### src/rtl/shift_pkg.sv
// Shared mode encodings and pipeline slicing helpers for the shift_pipe family.
package shift_pkg;

    typedef logic [1:0] mode_t;

    localparam mode_t SHIFT_SHL  = 2'b00;
    localparam mode_t SHIFT_LSHR = 2'b01;
    localparam mode_t SHIFT_ASHR = 2'b10;
    localparam mode_t SHIFT_ROTL = 2'b11;

    function automatic int shamt_w(input int w);
        return (w <= 2) ? 1 : $clog2(w);
    endfunction

    // Amount bits handled per stage, rounded up so every bit is covered.
    function automatic int stage_bits(input int aw, input int stages);
        return (aw + stages - 1) / stages;
    endfunction

    // The trailing stage may get fewer bits, or none at all.
    function automatic int stage_nb(input int aw, input int b, input int k);
        int rem;
        rem = aw - k * b;
        if (rem <= 0) return 0;
        if (rem < b)  return rem;
        return b;
    endfunction

endpackage

### src/rtl/shift_stage.sv
// One registered barrel slice: applies amount bits [LO +: NB], one cycle latency.
// Stalls only when full and downstream is not ready, so a streaming pipe has no bubbles.
module shift_stage
    import shift_pkg::*;
#(
    parameter int W  = 32,
    parameter int AW = 5,
    parameter int LO = 0,
    parameter int NB = 3
) (
    input  logic          clk,
    input  logic          rst,
    input  logic          in_vld,
    output logic          in_rdy,
    input  logic [W-1:0]  in_dat,
    input  logic [AW-1:0] in_amt,
    input  mode_t         in_mode,
    input  logic          in_sign,
    input  logic          in_oor,
    output logic          out_vld,
    input  logic          out_rdy,
    output logic [W-1:0]  out_dat,
    output logic [AW-1:0] out_amt,
    output mode_t         out_mode,
    output logic          out_sign,
    output logic          out_oor
);

    logic           vld_q, vld_d;
    logic [W-1:0]   dat_q, dat_d;
    logic [AW-1:0]  amt_q, amt_d;
    mode_t          mode_q, mode_d;
    logic           sign_q, sign_d;
    logic           oor_q, oor_d;
    logic           load;
    logic [W-1:0]   shifted;
    logic [2*W-1:0] ext;

    always_comb begin
        shifted = in_dat;
        ext     = '0;
        for (int j = 0; j < NB; j++) begin
            if (in_amt[LO + j]) begin
                case (in_mode)
                    SHIFT_LSHR: shifted = shifted >> (1 << (LO + j));
                    SHIFT_ASHR: begin
                        // Fill comes from the carried sign, not the current MSB.
                        ext     = {{W{in_sign}}, shifted} >> (1 << (LO + j));
                        shifted = ext[W-1:0];
                    end
`ifdef SHIFT_ROTATE_EN
                    SHIFT_ROTL: shifted = (shifted << (1 << (LO + j)))
                                        | (shifted >> (W - (1 << (LO + j))));
`endif
                    default:    shifted = shifted << (1 << (LO + j));
                endcase
            end
        end
    end

    always_comb begin
        in_rdy = ~vld_q | out_rdy;
        load   = in_vld & in_rdy;
        vld_d  = in_rdy ? in_vld : vld_q;
        dat_d  = load ? shifted : dat_q;
        amt_d  = load ? in_amt  : amt_q;
        mode_d = load ? in_mode : mode_q;
        sign_d = load ? in_sign : sign_q;
        oor_d  = load ? in_oor  : oor_q;
    end

    always_ff @(posedge clk or negedge rst) begin
        if (!rst) begin
            vld_q  <= 1'b0;
            dat_q  <= '0;
            amt_q  <= '0;
            mode_q <= SHIFT_SHL;
            sign_q <= 1'b0;
            oor_q  <= 1'b0;
        end else begin
            vld_q  <= vld_d;
            dat_q  <= dat_d;
            amt_q  <= amt_d;
            mode_q <= mode_d;
            sign_q <= sign_d;
            oor_q  <= oor_d;
        end
    end

    assign out_vld  = vld_q;
    assign out_dat  = dat_q;
    assign out_amt  = amt_q;
    assign out_mode = mode_q;
    assign out_sign = sign_q;
    assign out_oor  = oor_q;

endmodule

### src/rtl/shift_pipe.sv
// Elastic shl/lshr/ashr over a lhs/rhs/mode join; STAGES cycles latency, 1 result/cycle.
// result_ready stalls ripple back through the slices; SHIFT_ROTATE_EN adds mode 11 rotate-left.
module shift_pipe
    import shift_pkg::*;
#(
    parameter int DATA_TYPE = 32,
    parameter int STAGES    = 2
) (
    input  logic                 clk,
    input  logic                 rst,
    input  logic [DATA_TYPE-1:0] lhs,
    input  logic                 lhs_valid,
    output logic                 lhs_ready,
    input  logic [DATA_TYPE-1:0] rhs,
    input  logic                 rhs_valid,
    output logic                 rhs_ready,
    input  logic [1:0]           mode,
    input  logic                 mode_valid,
    output logic                 mode_ready,
    output logic [DATA_TYPE-1:0] result,
    output logic                 result_valid,
    input  logic                 result_ready
);

    localparam int SHAMT_W = shamt_w(DATA_TYPE);
    localparam int B       = stage_bits(SHAMT_W, STAGES);
    localparam logic [DATA_TYPE-1:0] W_VAL = DATA_TYPE'(DATA_TYPE);

    logic                 vld_s  [0:STAGES];
    logic                 rdy_s  [0:STAGES];
    logic [DATA_TYPE-1:0] dat_s  [0:STAGES];
    logic [SHAMT_W-1:0]   amt_s  [0:STAGES];
    mode_t                mode_s [0:STAGES];
    logic                 sign_s [0:STAGES];
    logic                 oor_s  [0:STAGES];

    mode_t                mode_in;
    logic [SHAMT_W-1:0]   amt_in;
    logic                 oor_in;
    logic [SHAMT_W-1:0]   amt_unused;
`ifdef SHIFT_ROTATE_EN
    logic [DATA_TYPE-1:0] rot_rem;
`endif

    always_comb begin
        mode_in = mode;
        amt_in  = rhs[SHAMT_W-1:0];
        oor_in  = (rhs >= W_VAL);
`ifdef SHIFT_ROTATE_EN
        rot_rem = rhs % W_VAL;
        if (mode == SHIFT_ROTL) begin
            amt_in = rot_rem[SHAMT_W-1:0];
            oor_in = 1'b0;
        end
`else
        if (mode == SHIFT_ROTL) mode_in = SHIFT_SHL;
`endif
    end

    // Each channel is ready only when the other two are offering, so tokens move together.
    assign vld_s[0]   = lhs_valid & rhs_valid & mode_valid;
    assign lhs_ready  = rdy_s[0] & rhs_valid & mode_valid;
    assign rhs_ready  = rdy_s[0] & lhs_valid & mode_valid;
    assign mode_ready = rdy_s[0] & lhs_valid & rhs_valid;

    assign dat_s[0]      = lhs;
    assign amt_s[0]      = amt_in;
    assign mode_s[0]     = mode_in;
    assign sign_s[0]     = lhs[DATA_TYPE-1];
    assign oor_s[0]      = oor_in;
    assign rdy_s[STAGES] = result_ready;

    for (genvar k = 0; k < STAGES; k++) begin : g_stage
        shift_stage #(
            .W  (DATA_TYPE),
            .AW (SHAMT_W),
            .LO (k * B),
            .NB (stage_nb(SHAMT_W, B, k))
        ) u_stage (
            .clk      (clk),
            .rst      (rst),
            .in_vld   (vld_s[k]),
            .in_rdy   (rdy_s[k]),
            .in_dat   (dat_s[k]),
            .in_amt   (amt_s[k]),
            .in_mode  (mode_s[k]),
            .in_sign  (sign_s[k]),
            .in_oor   (oor_s[k]),
            .out_vld  (vld_s[k+1]),
            .out_rdy  (rdy_s[k+1]),
            .out_dat  (dat_s[k+1]),
            .out_amt  (amt_s[k+1]),
            .out_mode (mode_s[k+1]),
            .out_sign (sign_s[k+1]),
            .out_oor  (oor_s[k+1])
        );
    end

    assign amt_unused = amt_s[STAGES];

    always_comb begin
        result = dat_s[STAGES];
        if (oor_s[STAGES])
            result = (mode_s[STAGES] == SHIFT_ASHR) ? {DATA_TYPE{sign_s[STAGES]}} : '0;
    end

    assign result_valid = vld_s[STAGES];

endmodule
### config.mk
export PLATFORM = sky130hd
export DESIGN_NAME = shift_pipe
export DESIGN_NICKNAME = d
export VERILOG_FILES = /design/src/rtl/shift_pkg.sv /design/src/rtl/shift_stage.sv /design/src/rtl/shift_pipe.sv
export SDC_FILE = /design/constraint.sdc
export NUM_CORES = 1
export LEC_CHECK = 0
export CAP_MARGIN = 20
export CORE_ASPECT_RATIO = 1.2
export CORE_MARGIN = 2
export CORE_UTILIZATION = 50
export CTS_CLUSTER_SIZE = 30
export DETAILED_ROUTE_END_ITERATION = 10
export GPL_TIMING_DRIVEN = 1
export HOLD_SLACK_MARGIN = 0.12
export PLACE_DENSITY_LB_ADDON = 0.1
export SETUP_SLACK_MARGIN = 0.5
export SLEW_MARGIN = 30
export SYNTH_ARGS = -nofsm -noshare
export SYNTH_HDL_FRONTEND = slang
export SYNTH_SLANG_ARGS = --single-unit
export TNS_END_PERCENT = 1
### constraint.sdc
create_clock -name clk -period 2.5 [get_ports clk]
set_input_delay 0.375 -clock clk [delete_from_list [all_inputs] [get_ports clk]]
set_output_delay 0.375 -clock clk [all_outputs]
set_load 0.05 [all_outputs]
==> Word-level counts from Yosys, hierarchy flattened <==
Index checks and enable logic that the tools add are counted.
W data, S select, Z words.
{ "totals": {"ff_bits": 79, "elab_cells": 44} }
{ "op_classes": {"n_eq_ne": 6, "bitwise": 13, "order_cmp": 1, "muxes": 13} }
{ "ops": {"columns": ["op", "n"], "rows": [
  ["$pmux W32 S2", 5],
  ["$mux W32", 7],
  ["$ge A32 B6 Y1 const B", 1],
  ["$and A1 B1 Y1", 9],
  ["$eq A2 B2 Y1 const B", 4],
  ["$eq A2 B1 Y1 const B", 2],
  ["$mux W2", 1],
  ["$not A1 Y1", 2],
  ["$or A1 B1 Y1", 2]
]} }

==> Longest topological paths before layout <==
{ "depth": {"word_depth": 9, "ltp_mapped": 11, "mapped_depth_nobuf": 7} }

==> By module <==
From an unflattened synthesis, not the netlist that was laid out.
{ "hier_totals": {"hier_cells": 967, "area_unflattened_um2": 7273.2} }
{ "modules_own_cells": {"columns": ["module", "instances", "cells_each", "area_each_um2"], "rows": [
  ["shift_stage at g_stage[0].u_stage", 1, 548, 3996.3],
  ["shift_stage at g_stage[1].u_stage", 1, 333, 2850.2],
  ["shift_pipe", 1, 86, 426.7]
]} }

==> Worst setup path after synthesis <==
OpenSTA, ideal clock, no wires.
{ "synth_path": {"path_kind": "register -> output", "startpoint": "register g_stage[1].u_stage.oor_q", "endpoint": "output port result[10]", "slack_ns": 0.431, "t_arrival_ns": 1.694, "stages_incl_launch_ff": 3, "path_buffers": 1, "required_ns": 2.125, "cell_sequence": "dfrtp_1 clkbuf_1 o21ai_0"} }
{ "synth_between": {"elab_chain_cells": 1} }
{ "synth_lines": {"columns": ["element", "line", "rtl"], "rows": [
  ["start, declared", "shift_stage.sv:34", "logic oor_q, oor_d;"],
  ["start signal, assigned", "shift_stage.sv:86", "oor_q <= oor_d;"],
  ["$mux W32", "shift_pipe.sv:103", "if (oor_s[STAGES])"],
  ["end, declared", "shift_pipe.sv:20", "output logic [DATA_TYPE-1:0] result,"]
]} }
Every way passes these cells.

==> Worst setup path in the final report <==
{ "layout_path": {"startpoint": "register g_stage[0].u_stage.mode_q[1]", "endpoint": "register g_stage[1].u_stage.dat_q[15]"} }
{ "layout_between": {"elab_chain_cells": 5, "elab_cells_between_ends": 6, "cone_classes": "eq/ne: 2; mux: 4"} }
{ "layout_lines": {"columns": ["element", "line", "rtl"], "rows": [
  ["start, declared", "shift_stage.sv:32", "mode_t mode_q, mode_d;"],
  ["start signal, assigned", "shift_stage.sv:84", "mode_q <= mode_d;"],
  ["$eq A2 B2 Y1 / $eq A2 B1 Y1 (equally long branches)", null, null],
  ["$pmux W32 S2", "shift_stage.sv:44", "case (in_mode)"],
  ["$mux W32", "shift_stage.sv:43", "if (in_amt[LO + j]) begin"],
  ["$pmux W32 S2", "shift_stage.sv:44", null],
  ["$mux W32 *", "shift_stage.sv:43", null],
  ["end signal, assigned", "shift_stage.sv:82", "dat_q <= dat_d;"],
  ["end, declared", "shift_stage.sv:30", "logic [W-1:0] dat_q, dat_d;"]
]} }
Every way passes the cells marked *; elsewhere a longest branch is shown, timed or not.
A chain may end at the register's enable or synchronous reset.

==> results_dict.tcl <==
set metrics [dict create \
    skew_ps 7.526 \
    worstMarginPinSlew_ps 710.7 \
    areaGrowthSynthToFinish_pct 42.36 \
    root_buffer "clkbuf_16" \
    seqPwrFrac 0.258 \
    synth_flop_cell "dfrtp_1" \
    clkSlewWorstSetupHoldPaths_ps 60 \
    antenna_left 0 \
    grt_setup_unrepaired "true" \
    setup.worst_path.end_class "flop" \
    core_mm2 0.01324 \
    synth_nets 1004 \
    grt_pass1_vias 7425 \
    grt_pass1_wl_mm 39.83 \
    setup_viol 0 \
    critical_path.cell_chain "inv_1, ha_1, o21ba_4, buf_4, a22oi_1, a211oi_1, a311oi_2, a21oi_1" \
    gr-usage-all-layers 0.3491 \
    power.static_leakage_nw 3.967 \
    synth_cell_types 64 \
    initial_core_util 0.5129 \
    yosys-top-cells-count "nand2_1, nor2_1, o21ai_0" \
    period_minus_slack_ps 2074 \
    multi_input_area_mm2 0.004569 \
    die_area_mm2 0.01453 \
    h-tree-depth 3 \
    cp_max_fo 7 \
    grt_overflow_total 0 \
    status "finished clean" \
    place.gp.congestion 0.9672 \
    cp-startpoint "g_stage[0].u_stage.out_mode[1]$_DFFE_PN0P_" \
    max_cap_viol_count 0 \
    r2r.worst_path.cells 8 \
    cts_tree "built" \
    drive_gt1_frac 0.2325 \
    drc_errors 0 \
    p_int_w 0.004059 \
    fmax_mhz 482.1 \
    port_buffers 107 \
    path_class "reg2reg" \
    vias_per_cell 6.557 \
    drt-total-wl_mm 25.89 \
    hpwl_mm 19.09 \
    synth_area_leaders "dfrtp_1, o21ai_0, a21oi_1, nand2_1, nor2_1" \
    ys.warnings.count 0 \
    ys_ff_latch 76 \
    hold_class "in2async" \
    vias 8235 \
    netSwitchingPower_w 0.003074 \
    power_density_mw_per_mm2 737.8 \
    fin_tns_setup_ps 0 \
    drv_slew 0 \
    vdd_drop_max_uv 730.9 \
    clkPwrFrac 0.182 \
    r2r_start "g_stage[0].u_stage.out_mode[1]$_DFFE_PN0P_" \
    yosysSeqAreaShare 0.2801 \
    die_w_um 110.4 \
    synth_edf_count 0 \
    first_pass_iters 7 \
    yosysTopAreaCell "dfrtp_1" \
    pwr-share-comb 0.560 \
    dpl_cell_area_mm2 0.008964 \
    maxSlewHeadroom 0.5262 \
    synth_top_area_frac 0.2801 \
    cts.sinks 76 \
    pin_count 108 \
    syn_area_mm2 0.006790 \
    wl_per_cell_um 20.62 \
    worstReg2RegEnd "g_stage[1].u_stage.out_dat[15]$_DFFE_PN0P_" \
    first_iter_violations 828 \
    grt_max_degree 47 \
    cp.required_ps 2710 \
    nFillCells 1079 \
    antenna_found_initial 0 \
    fin_crit_sh 0.8297 \
    sw_frac_of_total 0.4310 \
    synth_cells 926 \
    cts_buffer_depth 2 \
    rrSetupSlack_ps 430 \
    die_h_um 131.7 \
    arrival_ps 2280 \
    worst_path_max_delay_cell "dfrtp_1" \
    regArea_mm2 0.001903 \
    syn_avg_cell_area_um2 7.333 \
    stdcell_area_mm2 0.009667 \
    clk_latency_ps 340 \
    slowest_delay_ps 380 \
    synth_most_common_cell "nand2_1" \
    antennaDiodeCount 0 \
    nets 1161 \
    hold_viol 0 \
    start_kind "flop" \
    async_flop_share 1.000 \
    cts_made_buffers 9 \
    rows 46 \
]
-- area by class of cell --
class,instances,share of cell area
multi-input cells,722,0.4727
flip-flops and latches,76,0.1969
clock buffers,9,0.02330
inverters,41,0.01592
repair buffers,233,0.2617
well taps,168,0.02174
clock inverters,7,0.007766
-- cell usage in the layout, fill, tap and decap left out, drive strengths merged, types with 13 or more instances in the layout --
| cell | count |
|---|---|
| a21oi | 81 |
| and2 | 14 |
| a22oi | 16 |
| a311oi | 25 |
| nor3 | 27 |
| o31ai | 14 |
| a221oi | 26 |
| inv | 40 |
| buf | 160 |
| nand2 | 93 |
| o22ai | 16 |
| nand2b | 16 |
| clkdlybuf4s50 | 67 |
| clkbuf | 13 |
| a31oi | 23 |
| a211oi | 19 |
| nor2b | 17 |
| o211ai | 18 |
| o21ai | 95 |
| nor2 | 94 |
| dfrtp | 76 |
| nand3 | 31 |
-- layer usage --
metal  GRT usage  part of all wire  up-vias  wire [µm]
met1      0.4589              0.39     3812      10050
met4      0.1674             0.070        0       1807
met2      0.5617              0.47      508      12130
met5           0                 0        -          0
li1            -                 -     3772          -
met3     0.04117             0.073      143       1901
-- flip-flops by register name, indices dropped and copies added, names as in the netlist --
name / flops
g_stage.u_stage.out_dat: 64
g_stage.u_stage.out_amt: 2
g_stage.u_stage.out_mode: 4
g_stage.u_stage.out_oor: 2
g_stage.u_stage.out_sign: 2
g_stage.u_stage.out_vld: 2
-- worst max-delay path by stage --
stage / end / depth (start not counted)
after floorplan: result[10] / 2
final: g_stage[1].u_stage.out_dat[15]$_DFFE_PN0P_ / 8
after global routing: g_stage[1].u_stage.out_dat[16]$_DFFE_PN0P_ / 8
after global placement: g_stage[0].u_stage.out_dat[20]$_DFFE_PN0P_ / 10
after detailed placement: g_stage[0].u_stage.out_dat[20]$_DFFE_PN0P_ / 10
after CTS: g_stage[1].u_stage.out_dat[17]$_DFFE_PN0P_ / 8
-- per-stage QoR --
step / instances / hold WS (ps) / total power [W] / worst slack, ps / utilization
6_report: 1256 / 420.9 / 0.007132 / 425.7 / 0.7302
5_1_grt: 1256 / 449.4 / 0.007481 / 379.7 / 0.7302
4_1_cts: 1249 / 418.4 / 0.006997 / 391.9 / 0.7191
3_5_place_dp: 1229 / 229.6 / 0.005583 / -287.8 / 0.6771
3_3_place_gp: 1229 / 226.9 / 0.005532 / -242.8 / 0.6771
2_1_floorplan: 926 / 79.41 / 0.003860 / 431.3 / -
-- timing repair --
item / 4_1_cts / 5_1_grt
endpoints found under the setup margin: 63 / 64
endpoints found under the hold margin: 10 / 0
pin swaps: 10 / 7
resized for setup: 39 / 19
buffers inserted: 2 / 4
hold buffers: 1 / 0
gates cloned: 1 / 3
-- kinds of logic (layout without fill, tap and decap cells) --
| family | after synthesis | in the layout | share of synthesized area |
|---|---|---|---|
| buffers and inverters | 129 | 290 | 0.08531 |
| adders and majority gates | 6 | 6 | 0.01106 |
| and+or+nand+nor | 319 | 319 | 0.2180 |
| DFF | 76 | 76 | 0.2801 |
| muxes | 17 | 17 | 0.02690 |
| AOI/OAI and AO/OA | 379 | 380 | 0.3787 |
-- critical path: cells and delay by family, from the launching register on --
family | cells | cell delay (ps)
buffers and inverters | 2 | 240
DFF | 1 | 380
adders and majority gates | 1 | 250
AOI/OAI and AO/OA | 5 | 1050
-- power by group through the flow --
stage	Clock (W)	Combinational (W)	Sequential, W
finish	0.00130	0.00399	0.00184
global route	0.00138	0.00423	0.00187
CTS	0.00131	0.00386	0.00183
detailed placement	0	0.00374	0.00184
global placement	0	0.00370	0.00183
floorplan	0	0.00214	0.00172
Note: power is estimated with default switching activity, not from simulation.
